===== config.mk =====
export PLATFORM = sky130hd
export DESIGN_NAME = instr_fetch
export DESIGN_NICKNAME = d
export VERILOG_FILES = /design/src/rtl/fetch_pkg.sv /design/src/rtl/instr_field_decode.sv /design/src/rtl/instr_fetch.sv
export SDC_FILE = /design/constraint.sdc
export NUM_CORES = 1
export LEC_CHECK = 0
export BUFFER_PORTS_ARGS = -buffer_cell sky130_fd_sc_hd__buf_4
export CELL_PAD_IN_SITES_DETAIL_PLACEMENT = 0
export CELL_PAD_IN_SITES_GLOBAL_PLACEMENT = 1
export CORE_MARGIN = 2
export CORE_UTILIZATION = 37
export CTS_BUF_LIST = sky130_fd_sc_hd__clkbuf_8
export DETAILED_ROUTE_END_ITERATION = 10
export HOLD_SLACK_MARGIN = 0.12
export PLACE_DENSITY = 0.82
export SYNTH_ARGS = -nofsm -noshare
export SYNTH_HDL_FRONTEND = slang
export SYNTH_HIERARCHICAL = 1
export SYNTH_SLANG_ARGS = --single-unit

===== constraint.sdc =====
create_clock -name count -period 3.15 [get_ports count]
set_input_delay 0.63 -clock count [delete_from_list [all_inputs] [get_ports count]]
set_output_delay 0.63 -clock count [all_outputs]
set_load 0.01 [all_outputs]

===== src/rtl/fetch_pkg.sv =====
// Shared definitions for the instruction fetch/decode stage and its
// field decoder: instruction field positions, the legal-opcode limit
// and the fetch FSM state encoding.
package fetch_pkg;

  localparam int unsigned OPC_HI  = 15;
  localparam int unsigned OPC_LO  = 12;
  localparam int unsigned MODE_HI = 11;
  localparam int unsigned MODE_LO = 8;
  localparam int unsigned IMM_HI  = 7;
  localparam int unsigned IMM_LO  = 0;

  // Opcodes above this value are illegal.
  localparam logic [3:0] OPC_MAX = 4'hB;

  typedef enum logic [1:0] {
    IDLE  = 2'd0,
    READ  = 2'd1,
    WAIT  = 2'd2,
    VALID = 2'd3
  } fetch_state_e;

endpackage


===== src/rtl/instr_field_decode.sv =====
// Combinational instruction field splitter.
// Ports:
//   instr  - instruction word (fixed 16-bit layout)
//   opcode - instr[15:12]
//   mode   - instr[11:8]
//   imm    - instr[7:0]
//   legal  - opcode is within the legal range
module instr_field_decode
  import fetch_pkg::*;
#(
  parameter int unsigned INSTR_W = 16
) (
  input  logic [INSTR_W-1:0] instr,
  output logic [3:0]         opcode,
  output logic [3:0]         mode,
  output logic [7:0]         imm,
  output logic               legal
);

  always_comb begin
    opcode = instr[OPC_HI:OPC_LO];
    mode   = instr[MODE_HI:MODE_LO];
    imm    = instr[IMM_HI:IMM_LO];
    legal  = (instr[OPC_HI:OPC_LO] <= OPC_MAX);
  end

endmodule


===== src/rtl/instr_fetch.sv =====
// Instruction fetch/decode stage. Accepts an address from the program
// counter, issues one ROM read (1-cycle latency), decodes the returned
// word and holds it on a valid/ready output until the ALU takes it.
// Illegal opcodes raise a one-cycle illegal pulse and are dropped.
// Ports:
//   count      - clock, rising edge
//   reset      - asynchronous active-low reset
//   addr_in    - instruction address, with addr_valid / addr_ready
//   mem_rd     - ROM read strobe (high in READ only)
//   mem_addr   - ROM address (always the address register)
//   mem_rdata  - ROM data, valid the cycle after mem_rd
//   op_valid   - decoded operation valid, with op_ready
//   op_code, op_mode, op_imm, op_addr - decoded operation fields
//   illegal    - one-cycle pulse for an illegal fetched opcode
module instr_fetch
  import fetch_pkg::*;
#(
  parameter int unsigned ADDR_W  = 4,
  parameter int unsigned INSTR_W = 16
) (
  input  logic               count,
  input  logic               reset,
  input  logic [ADDR_W-1:0]  addr_in,
  input  logic               addr_valid,
  output logic               addr_ready,
  output logic               mem_rd,
  output logic [ADDR_W-1:0]  mem_addr,
  input  logic [INSTR_W-1:0] mem_rdata,
  output logic               op_valid,
  input  logic               op_ready,
  output logic [3:0]         op_code,
  output logic [3:0]         op_mode,
  output logic [7:0]         op_imm,
  output logic [ADDR_W-1:0]  op_addr,
  output logic               illegal
);

  fetch_state_e      state_q, state_d;
  logic [ADDR_W-1:0] addr_q, addr_d;
  logic [3:0]        op_code_q, op_code_d;
  logic [3:0]        op_mode_q, op_mode_d;
  logic [7:0]        op_imm_q, op_imm_d;
  logic [ADDR_W-1:0] op_addr_q, op_addr_d;
  logic              illegal_q, illegal_d;

  logic [3:0] dec_opcode;
  logic [3:0] dec_mode;
  logic [7:0] dec_imm;
  logic       dec_legal;

  instr_field_decode #(
    .INSTR_W (INSTR_W)
  ) u_decode (
    .instr  (mem_rdata),
    .opcode (dec_opcode),
    .mode   (dec_mode),
    .imm    (dec_imm),
    .legal  (dec_legal)
  );

  always_comb begin
    state_d   = state_q;
    addr_d    = addr_q;
    op_code_d = op_code_q;
    op_mode_d = op_mode_q;
    op_imm_d  = op_imm_q;
    op_addr_d = op_addr_q;
    illegal_d = 1'b0;
    unique case (state_q)
      IDLE: begin
        if (addr_valid) begin
          addr_d  = addr_in;
          state_d = READ;
        end
      end
      READ: state_d = WAIT;
      WAIT: begin
        if (dec_legal) begin
          op_code_d = dec_opcode;
          op_mode_d = dec_mode;
          op_imm_d  = dec_imm;
          op_addr_d = addr_q;
          state_d   = VALID;
        end else begin
          illegal_d = 1'b1;
          state_d   = IDLE;
        end
      end
      VALID: begin
        // Handshake and next accept share an edge; addr_valid is
        // ignored while the ALU stalls.
        if (op_ready) begin
          if (addr_valid) begin
            addr_d  = addr_in;
            state_d = READ;
          end else begin
            state_d = IDLE;
          end
        end
      end
      default: state_d = IDLE;
    endcase
  end

  always_ff @(posedge count or negedge reset) begin
    if (!reset) begin
      state_q   <= IDLE;
      addr_q    <= '0;
      op_code_q <= '0;
      op_mode_q <= '0;
      op_imm_q  <= '0;
      op_addr_q <= '0;
      illegal_q <= 1'b0;
    end else begin
      state_q   <= state_d;
      addr_q    <= addr_d;
      op_code_q <= op_code_d;
      op_mode_q <= op_mode_d;
      op_imm_q  <= op_imm_d;
      op_addr_q <= op_addr_d;
      illegal_q <= illegal_d;
    end
  end

  always_comb begin
    addr_ready = (state_q == IDLE) || ((state_q == VALID) && op_ready);
    mem_rd     = (state_q == READ);
    mem_addr   = addr_q;
    op_valid   = (state_q == VALID);
    op_code    = op_code_q;
    op_mode    = op_mode_q;
    op_imm     = op_imm_q;
    op_addr    = op_addr_q;
    illegal    = illegal_q;
  end

endmodule


==> out/qor.csv, run 1 <==
stage,metric,value,unit
yosys,top_cells_by_area_in_the_synthesized_netlist,"sky130_fd_sc_hd__dfrtp_1, sky130_fd_sc_hd__mux2_4, sky130_fd_sc_hd__buf_4",
worst_setup_path,required,2.52,ns
power,power-per-cell-area,1026,nW/um2
yosys,synthDominantCellAreaShare,0.4932,
grt,wire_length_of_the_first_global_routing_pass,4064,um
drt,dr_total_vias,853,
flow_run,cap_viol_max_count,0,
sta,max_freq,480.8,MHz
worst_setup_path,worstSetupEndpoint,addr_ready,
worst_setup_path,critical_path.startpoint,state_q[1],
grt,grt_max_degree,28,
yosys,yosysMostFrequentCell,sky130_fd_sc_hd__dfrtp_1,
cts,cts_hold_buf,0,
cts,clock_insertion_delay_worst_skew,0.26,ns
worst_setup_path,number_of_cells_on_the_worst_reg_to_reg_path,2,
die,core_area,3606,um2
cts,clk_pin_slew,0.09,ns
yosys,synth_seq_cells,27,
yosys,post_synth_most_frequent_cells,"sky130_fd_sc_hd__dfrtp_1, sky130_fd_sc_hd__mux2_4, sky130_fd_sc_hd__buf_4",
cts,post_cts_resize_count,0,
sta,setup_repair_after_global_routing_missed_its_margin,false,
cts,cts_num_sinks,27,
sta,finalMaxSlewViolations,0,
cts,cts_h_tree_lvls,1,
worst_setup_path,worstSetupStartpointType,register,
worst_setup_path,critical_path_arrival,1.45,ns
yosys,avgSynthCellArea,13.43,um2
worst_setup_path,cp_max_fo,13,
yosys,synthArstFlopShare,1.000,
die,floorplan.io_pins,52,
yosys,yosys.cell_types.count,20,
drt,detail_route.wirelength,2440,um
hold_path,hold_path.class,primary input to async pin,
yosys,syn_area,1370,um2
power,max-vdd-ir-drop,347.5,uV
worst_setup_path,critical_path.reg2reg.endpoint,op_mode[3],
sta,finalClockSkew,0.003032,ns
finish,antenna_cells,0,
sta,timing.final.crit_period,2.080,ns
place,gpl.final_weighted_congestion,0.8046,
worst_setup_path,critPathCaptureType,output port,
worst_setup_path,timing_worst_setup_path_type,register to output port,
place,post-place-ws,1.317,ns
finish,area_delta_synth_final,23.56,%
grt,grt_pass1_vias,891,
yosys,synth_flop_cell,sky130_fd_sc_hd__dfrtp_1,
drt,antenna_violating_nets_post_route,0,
sta,finalSetupViolCount,0,
finish,fillCellCount,339,
yosys,synth-edff-count,0,
yosys,yosysSeqAreaShare,0.4932,
yosys,yosysWarnings,6,
yosys,synth_largest_area_cell,sky130_fd_sc_hd__dfrtp_1,
drt,avgRoutedWirePerCell,13.26,um
cts,clockBufferDepth,2,
yosys,syn_inst,102,
sta,holdWs,0.2622,ns
place,dp_hpwl,1799,um
power,p_leak,0.8776,nW
finish,fin_cells,184,
drt,detail_route.first_pass.iterations,2,
sta,period_share,0.6603,
sta,setup_total_negative_slack,0,ns
cts,clock_tree_from_tritoncts,yes,
sta,final_hold_viol_count,0,
finish,num-nets-final,161,
place,buffer_ports.inserted,51,
grt,grt.overflow.total,0,
drt,drt_iter0_markers,47,
status,run_status,completed,
grt,grtUsageTotal,0.1238,
cts,post-cts-setup-buffers,0,
die,effective_utilization_at_floorplan,0.3799,
worst_setup_path,worst_r2r_startpoint,state_q[1],
sta,layout_setup_ws,1.070,ns
sta,max_slew_margin,0.7254,
grt,antenna_found_initial,0,
power,totalPowerFinal,1.737,mW
drt,drcViolationCount,0,
finish,drive_above_1_share,0.5735,
cts,cts_made_buffers,3,
die,die_w,64.85,um
cts,clk_root_buffer_cell,sky130_fd_sc_hd__clkbuf_8,
die,std_cell_rows,22,
worst_setup_path,r2r_slack,1.63,ns
sta,tightestPinTransition,0.4119,ns
yosys,synth_nets,126,
die,fp.dieH,64.85,um
place,placed_cells_incl_taps,180,
drt,post_drt_via_cell_ratio,4.636,
die,dieArea,4206,um2
how the worst min path moves through the flow:
stage / startpoint / to / slack (ns) / depth (start not counted)
6_report: reset / mem_addr[0] / 0.26 / 1
5_1_grt: reset / op_imm[1] / 0.27 / 1
4_1_cts: reset / op_imm[3] / 0.26 / 1
3_5_place_dp: op_imm[3] / op_imm[3] / 0.50 / 1
3_3_place_gp: op_imm[0] / op_imm[0] / 0.49 / 1
2_1_floorplan: reset / illegal / 0.33 / 0
worst max-delay path, cell delays in order, from the launching register on:
cell and delay [ns]:
sky130_fd_sc_hd__dfrtp_1 0.59, sky130_fd_sc_hd__nand2b_1 0.25, sky130_fd_sc_hd__inv_1 0.08, sky130_fd_sc_hd__a21oi_1 0.12
sky130_fd_sc_hd__buf_4 0.14
per-stage QoR:
step | area, um2 | utilization
after detailed placement | 1647 | 0.4566
after global placement | 1647 | 0.4566
after floorplan | 1370 | -
after global routing | 1693 | 0.4695
after CTS | 1693 | 0.4695
final | 1693 | 0.4695
flip-flops by register name (all words and copies together) (netlist names):
name / cells
op_mode: 4
op_imm: 8
op_code: 4
state_q: 2
illegal: 1
mem_addr: 4
op_addr: 4
per-layer routing:
metal | track usage | up-vias | part of all wire
met3 | 0.02257 | 2 | 0.068
li1 | - | 406 | -
met5 | 0 | - | 0
met4 | 0.04787 | 0 | 0.0098
met1 | 0.1600 | 415 | 0.44
met2 | 0.2049 | 30 | 0.48
power breakdown:
group          total (mW)  leakage [nW]  switching (mW)  internal (mW)
clock network       0.188        0.0255          0.0992         0.0883
registers           0.668         0.322           0.148          0.520
logic               0.881         0.530           0.328          0.554
cell families after synthesis:
| kind of cell | synth area share |
|---|---|
| flip-flops | 0.4932 |
| multiplexers | 0.2484 |
| buffers and inverters | 0.1242 |
| AND/OR/NAND/NOR | 0.07764 |
| AO/OA/AOI/OAI | 0.05663 |
cells in the final DEF, fill, tap and decap left out:
master,Yosys,routed
sky130_fd_sc_hd__nor2b_1,1,1
sky130_fd_sc_hd__dfrtp_1,27,27
sky130_fd_sc_hd__or2_2,1,1
sky130_fd_sc_hd__mux2_4,20,20
sky130_fd_sc_hd__nand2b_1,5,5
sky130_fd_sc_hd__nand2_2,1,1
sky130_fd_sc_hd__a211oi_1,4,4
sky130_fd_sc_hd__nor2_1,5,5
sky130_fd_sc_hd__o22ai_1,5,5
sky130_fd_sc_hd__and2_1,1,1
sky130_fd_sc_hd__nor3b_1,1,1
sky130_fd_sc_hd__nand3b_4,1,1
sky130_fd_sc_hd__clkbuf_8,0,3
sky130_fd_sc_hd__buf_4,17,51
sky130_fd_sc_hd__mux2i_1,4,4
sky130_fd_sc_hd__a21oi_1,2,2
sky130_fd_sc_hd__a31oi_1,1,1
sky130_fd_sc_hd__nand2_1,1,1
sky130_fd_sc_hd__inv_1,1,1
sky130_fd_sc_hd__clkinv_2,0,1
final cells by class:
type	instances	area (um2)	area share
flip-flops and latches	27	675.6	0.3991
multi-input cells	53	524.3	0.3097
repair buffers	51	382.9	0.2262
well taps	48	60.06	0.03548
clock buffers	3	41.29	0.02439
clock inverters	1	5.005	0.002956
inverters	1	3.754	0.002217
Power figures use the tool's default switching activity.
==> run 2: changes to the inputs <==
--- a/config.mk
+++ b/config.mk
@@ -5,15 +5,16 @@
 export SDC_FILE = /design/constraint.sdc
 export NUM_CORES = 1
 export LEC_CHECK = 0
+export ABC_AREA = 1
 export BUFFER_PORTS_ARGS = -buffer_cell sky130_fd_sc_hd__buf_4
 export CELL_PAD_IN_SITES_DETAIL_PLACEMENT = 0
 export CELL_PAD_IN_SITES_GLOBAL_PLACEMENT = 1
 export CORE_MARGIN = 2
-export CORE_UTILIZATION = 37
+export CORE_UTILIZATION = 32
 export CTS_BUF_LIST = sky130_fd_sc_hd__clkbuf_8
 export DETAILED_ROUTE_END_ITERATION = 10
 export HOLD_SLACK_MARGIN = 0.12
-export PLACE_DENSITY = 0.82
+export PLACE_DENSITY = 0.81
 export SYNTH_ARGS = -nofsm -noshare
 export SYNTH_HDL_FRONTEND = slang
 export SYNTH_HIERARCHICAL = 1
==> constraint.sdc (replaced) <==
create_clock -name count -period 1.9 [get_ports count]
set_input_delay 0.38 -clock count [delete_from_list [all_inputs] [get_ports count]]
set_output_delay 0.38 -clock count [all_outputs]
set_load 0.01 [all_outputs]
==> out/qor.csv, run 2 <==
stage,metric,value,unit,change
power,max-vdd-ir-drop,713.0,uV,+110%
die,effective_utilization_at_floorplan,0.3419,,-0.03803
yosys,synth_nets,165,,+31%
sta,finalClockSkew,0.001636,ns,-0.001396 ns
grt,grt_max_degree,28,,unchanged
yosys,synth_largest_area_cell,sky130_fd_sc_hd__dfrtp_1,,
yosys,syn_inst,141,,+38%
worst_setup_path,cp_max_fo,8,,-5
yosys,yosysSeqAreaShare,0.5279,,+0.03471
yosys,yosysWarnings,6,,unchanged
yosys,avgSynthCellArea,9.078,um2,-32%
finish,drive_above_1_share,0.3429,,-0.2307
yosys,synthArstFlopShare,1.000,,unchanged
drt,detail_route.wirelength,2582,um,+5.8%
power,seq_power_share,0.411,,+0.026
grt,grt_pass1_vias,1025,,+15%
yosys,synth_flop_cell,sky130_fd_sc_hd__dfrtp_1,,
drt,drcViolationCount,0,,unchanged
drt,post_drt_via_cell_ratio,4.372,,-5.7%
sta,period_share,0.8544,,
sta,max_slew_margin,0.7737,,+0.04828
sta,finalMaxSlewViolations,0,,unchanged
yosys,synth-edff-count,0,,unchanged
drt,detail_route.first_pass.iterations,3,,+1
die,dieArea,4522,um2,+7.5%
cts,cts_made_buffers,3,,unchanged
power,pwr-share-clk,0.124,,+0.016
power,net-switching-power,969.3,uW,+69%
power,p_leak,0.8994,nW,+2.5%
place,buffer_ports.inserted,51,,unchanged
sta,tightestPinTransition,0.3395,ns,-0.07242 ns
sta,timing.final.crit_period,1.623,ns,
drt,drt_iter0_markers,29,,-38%
cts,clk_pin_slew,0.08,ns,about the same
die,core_area,3744,um2,+3.8%
finish,most_common_library_cell_in_the_layout_ignoring_fill_and_taps,sky130_fd_sc_hd__nand2_1,,
yosys,post_synth_most_frequent_cells,"sky130_fd_sc_hd__nand2_1, sky130_fd_sc_hd__dfrtp_1, sky130_fd_sc_hd__nand3_1",,
sta,finalSetupViolCount,0,,unchanged
die,std_cell_rows,22,,unchanged
worst_setup_path,critPathBufInv,2,,unchanged
worst_setup_path,worstPathCellList,inv_1 > nand2_1 > nand2_2 > buf_4,,
cts,clk_root_buffer_cell,sky130_fd_sc_hd__clkbuf_8,,
flow_run,cap_viol_max_count,0,,unchanged
die,fp.dieH,67.25,um,+3.7%
yosys,yosysMostFrequentCell,sky130_fd_sc_hd__nand2_1,,
die,floorplan.io_pins,52,,unchanged
cts,clockBufferDepth,2,,unchanged
place,gpl.final_weighted_congestion,0.6796,,-16%
worst_setup_path,worstSetupStartpointType,register,,
worst_setup_path,cp_slowest_cell,sky130_fd_sc_hd__dfrtp_1,,
hold_path,hold_path.class,primary input to register,,
grt,grt.overflow.total,0,,unchanged
worst_setup_path,required,1.52,ns,-1.00 ns
grt,grtUsageTotal,0.1263,,+0.002483
power,power-per-cell-area,1568,nW/um2,+53%
worst_setup_path,critical_path_arrival,1.24,ns,-0.21 ns
place,dp_hpwl,1934,um,+7.5%
sta,setup_repair_after_global_routing_missed_its_margin,false,,
power,combinational_cell_fraction_of_total_power,0.465,,-0.042
grt,wire_length_of_the_first_global_routing_pass,4347,um,+7.0%
yosys,synth_seq_cells,27,,unchanged
power,power_report.internal_total,1.520,mW,+31%
cts,clock_insertion_delay_worst_skew,0.27,ns,about the same
power,switching_share,0.3894,,+0.05845
finish,antenna_cells,0,,unchanged
worst_setup_path,critPathCaptureType,output port,,
finish,area_delta_synth_final,24.05,%,
worst_setup_path,slowest_delay,0.55,ns,-0.04 ns
cts,cts_h_tree_lvls,1,,unchanged
status,run_status,completed,,
worst_setup_path,timing_worst_setup_path_type,register to output port,,
sta,max_freq,616.0,MHz,
finish,num-nets-final,200,,+24%
die,die_w,67.25,um,+3.7%
worst_setup_path,timing.critical_path.max_delay_family,flip-flops,,
yosys,synthDominantCellAreaShare,0.5279,,+0.03471
sta,setup_total_negative_slack,0,ns,unchanged
cts,clock_tree_from_tritoncts,yes,,
yosys,yosys.cell_types.count,14,,-30%
yosys,top_cells_by_area_in_the_synthesized_netlist,"sky130_fd_sc_hd__dfrtp_1, sky130_fd_sc_hd__nand2_1, sky130_fd_sc_hd__buf_4",,
drt,antenna_violating_nets_post_route,0,,unchanged
finish,largest_register_ffs,8,,unchanged
finish,final_cell_mix,"sky130_fd_sc_hd__nand2_1, sky130_fd_sc_hd__buf_4, sky130_fd_sc_hd__dfrtp_1, sky130_fd_sc_hd__nand3_1, sky130_fd_sc_hd__inv_1",,
cts,post_cts_resize_count,0,,unchanged
drt,avgRoutedWirePerCell,11.58,um,-13%
finish,final_core_util,0.4241,,-0.04534
sta,final_hold_viol_count,0,,unchanged
yosys,syn_area,1280,um2,-6.6%
grt,antenna_found_initial,0,,unchanged
cts,cts_num_sinks,27,,unchanged
drt,dr_total_vias,975,,+14%
## run 2: repair_timing
item,in CTS,in global routing
hold endpoints to repair,27,0
hold buffers,1,0
buffers inserted,0,0
## run 2: metal layers
metal / track usage / part of all wire / wire length (um)
met5: 0 / 0 / 0
met4: 0.07143 / 0.017 / 44
met3: 0.01167 / 0.046 / 119
met2: 0.2290 / 0.53 / 1363
met1: 0.1447 / 0.41 / 1055
## run 2: path summary, 6_finish.rpt
| kind | startpoint | endpoint | slack (ns) | cells after the start |
|---|---|---|---|---|
| worst max-delay path | state_q[0] | addr_ready | 0.28 | 4 |
| worst min-delay path | mem_rdata[12] | op_code[0] | 0.34 | 3 |
| worst max register to register | state_q[0] | op_mode[0] | 0.58 | 4 |
| worst min register to register | op_mode[1] | op_mode[1] | 0.48 | 2 |
| max in group asynchronous | reset | op_imm[6] | 1.10 | 2 |
| min in group asynchronous | reset | state_q[1] | 0.56 | 2 |
## run 2: worst min-delay path: cells and delay by family
family        cells  cell delay (ns)
buf+inv           1             0.08
simple gates      2             0.12
## run 2: cell type report
class                   count  area, um2
inverters                   4      15.01
well taps                  48      60.06
flip-flops and latches     27      675.6
repair buffers             53      400.4
multi-input cells          87      391.6
clock inverters             1      3.754
clock buffers               3      41.29
fillers                   391       2156
## run 2: cell families (layout without fill, tap and decap cells)
kind of cell / count (synthesis) / in the layout / synth area share
and+or+nand+nor: 84 / 84 / 0.2942
AOI/OAI and AO/OA: 3 / 3 / 0.01173
DFF: 27 / 27 / 0.5279
buffers and inverters: 27 / 61 / 0.1662
## run 2: stage by stage
step / setup WS (ns) / std cells / cell area, um2 / hold slack (ns) / power, mW
5_1_grt: 0.1899 / 223 / 1588 / 0.3358 / 2.724
4_1_cts: 0.2559 / 223 / 1588 / 0.3322 / 2.528
3_5_place_dp: 0.5670 / 218 / 1533 / 0.3090 / 2.211
3_3_place_gp: 0.6073 / 218 / 1533 / 0.3027 / 2.175
6_report: 0.2767 / 223 / 1588 / 0.3382 / 2.489
2_1_floorplan: 0.7874 / 141 / 1280 / 0.08441 / 1.739
## run 2: power groups by stage
stage               combinational, mW  clock (mW)  sequential, mW
finish                           1.16       0.309            1.02
global route                     1.32       0.346            1.06
CTS                              1.18       0.324            1.02
detailed placement               1.18           0            1.04
global placement                 1.15           0            1.02
floorplan                       0.645           0            1.09
==> run 3: changes to the inputs <==
==> constraint.sdc (replaced) <==
create_clock -name count -period 1.3 [get_ports count]
set_input_delay 0.26 -clock count [delete_from_list [all_inputs] [get_ports count]]
set_output_delay 0.26 -clock count [all_outputs]
set_load 0.01 [all_outputs]
==> out/qor.csv, run 3 (synthesis gave the netlist of run 2 again) <==
stage,metric,value,unit,change
grt,grt.overflow.total,0,,unchanged
place,dp_hpwl,2052,um,+6.1%
place,placed_cells_incl_taps,222,,+1.8%
die,die_w,67.25,um,unchanged
die,effective_utilization_at_floorplan,0.3419,,unchanged
worst_setup_path,timing.critical_path.max_delay_family,flip-flops,,
sta,final_hold_viol_count,0,,unchanged
worst_setup_path,worstSetupStartpointType,register,,
cts,clk_pin_slew,0.09,ns,about the same
die,fp.dieH,67.25,um,unchanged
cts,clk_root_buffer_cell,sky130_fd_sc_hd__clkbuf_8,,
worst_setup_path,critPathBufInv,3,,+1
sta,setup_repair_after_global_routing_missed_its_margin,true,,
flow_run,cap_viol_max_count,0,,unchanged
sta,period_share,1.000,,
drt,routed-wl-met3,143,um,+20%
finish,antenna_cells,0,,unchanged
drt,detail_route.first_pass.iterations,4,,+1
die,std_cell_rows,22,,unchanged
drt,route.met2.wl,1369,um,+0.44%
grt,grt_max_degree,28,,unchanged
worst_setup_path,critical_path_arrival,1.04,ns,-0.20 ns
sta,holdWs,0.2214,ns,-0.1169 ns
cts,clockBufferDepth,2,,unchanged
drt,detail_route.wirelength,2720,um,+5.3%
sta,layout_setup_ws,-0.0001517,ns,-0.2769 ns
worst_setup_path,required,1.04,ns,-0.48 ns
finish,largest_register_ffs,8,,unchanged
status,run_status,"complete, but fails checks",,
cts,cts_num_sinks,27,,unchanged
drt,routed.top_layer,met4,,
cts,cts_h_tree_lvls,1,,unchanged
sta,finalClockSkew,0.003124,ns,+0.001488 ns
sta,finalSetupViolCount,1,,+1
power,p_leak,0.9554,nW,+6.2%
finish,area_delta_synth_final,32.65,%,
finish,final_cell_mix,"sky130_fd_sc_hd__buf_4, sky130_fd_sc_hd__nand2_1, sky130_fd_sc_hd__dfrtp_1, sky130_fd_sc_hd__nand3_1",,
grt,grt_pass1_vias,965,,-5.9%
sta,max_slew_margin,0.7694,,-0.004251
finish,num-nets-final,212,,+6.0%
worst_setup_path,critPathCaptureType,output port,,
drt,post_drt_via_cell_ratio,4.336,,-0.82%
status,violations_in_the_final_reports,setup timing,,
drt,routedLengthMet1,1143,um,+8.3%
finish,drive_above_1_share,0.4064,,+0.06356
place,buffer_ports.inserted,51,,unchanged
worst_setup_path,worstPathCellList,buf_6 > nand2_2 > inv_2 > buf_6,,
finish,most_common_library_cell_in_the_layout_ignoring_fill_and_taps,sky130_fd_sc_hd__buf_4,,
sta,timing.final.crit_period,1.300,ns,
worst_setup_path,cp_common_cell,sky130_fd_sc_hd__buf_6,,
worst_setup_path,timing_worst_setup_path_type,register to output port,,
drt,antenna_violating_nets_post_route,0,,unchanged
cts,clock_tree_from_tritoncts,yes,,
power,power-per-cell-area,2341,nW/um2,+49%
worst_setup_path,cp_max_fo,5,,-3
drt,dr_total_vias,1019,,+4.5%
drt,avgRoutedWirePerCell,11.57,um,about the same
grt,grtUsageTotal,0.1271,,+0.0008424
finish,final_core_util,0.4535,,+0.02941
grt,antenna_found_initial,0,,unchanged
sta,tightestPinTransition,0.3459,ns,+0.006376 ns
worst_setup_path,cp_slowest_cell,sky130_fd_sc_hd__dfrtp_2,,
sta,finalMaxSlewViolations,0,,unchanged
sta,max_freq,769.1,MHz,
drt,drcViolationCount,0,,unchanged
place,post-place-ws,0.04900,ns,-0.5180 ns
worst_setup_path,slowest_delay,0.45,ns,-0.10 ns
die,floorplan.io_pins,52,,unchanged
cts,clock_insertion_delay_worst_skew,0.27,ns,about the same
place,gpl.final_weighted_congestion,0.7057,,+3.8%
finish,fin_cells,235,,+5.4%
hold_path,hold_path.class,primary input to register,,
power,max-vdd-ir-drop,981.9,uV,+38%
cts,cts_made_buffers,3,,unchanged
die,dieArea,4522,um2,unchanged
grt,wire_length_of_the_first_global_routing_pass,4284,um,-1.4%
die,core_area,3744,um2,unchanged
drt,drt_iter0_markers,60,,+110%
==> run 3: final timing paths <==
kind                              start    endpoint  slack [ns]  cells after the start
hold reg to reg               op_imm[5]   op_imm[5]        0.48                      2
min in group asynchronous         reset  state_q[1]        0.43                      2
setup / recovery             state_q[0]    op_valid     -0.0002                      4
hold / removal             mem_rdata[7]   op_imm[7]        0.22                      3
setup reg to reg             state_q[1]  op_mode[0]        0.09                      6
max in group asynchronous         reset  state_q[0]        0.60                      2
==> run 3: what timing repair did <==
action                                 4_1_cts  5_1_grt
setup endpoints to repair                    3       23
hold buffers                                 1        0
gates resized for setup                      5        3
endpoints found under the hold margin       27        0
gates cloned                                 0        0
pin swaps                                    1        2
buffers inserted                             4        4
==> run 3: tightest hold or removal path: cells and delay by family <==
| kind | cells | cell delay [ns] |
|---|---|---|
| and+or+nand+nor | 2 | 0.12 |
| buffers and inverters | 1 | 0.08 |
==> run 3: power by group <==
part	internal, mW	switching (mW)	leakage, nW
combinational	1.02	1.02	0.592
sequential	1.23	0.250	0.337
clock	0.212	0.245	0.0269
==> run 3: area by class of cell <==
class | instances | area (um2)
fillers | 380 | 2046
flip-flops and latches | 27 | 676.9
repair buffers | 65 | 498.0
multi-input cells | 87 | 402.9
well taps | 48 | 60.06
clock buffers | 3 | 41.29
inverters | 4 | 15.01
clock inverters | 1 | 3.754
==> run 3: metal layers <==
| layer | up-vias | GRT usage |
|---|---|---|
| li1 | 525 | - |
| met2 | 26 | 0.2215 |
| met1 | 463 | 0.1483 |
| met3 | 5 | 0.01667 |
| met5 | - | 0 |
| met4 | 0 | 0.07653 |
==> run 3: stage by stage <==
stage,area [um2],setup TNS (ns),power (mW)
floorplan,1280,0,2.542
global placement,1563,0,3.229
detailed placement,1563,0,3.305
CTS,1659,-0.01467,3.910
global route,1698,-0.1255,4.306
finish,1698,-0.0001517,3.975
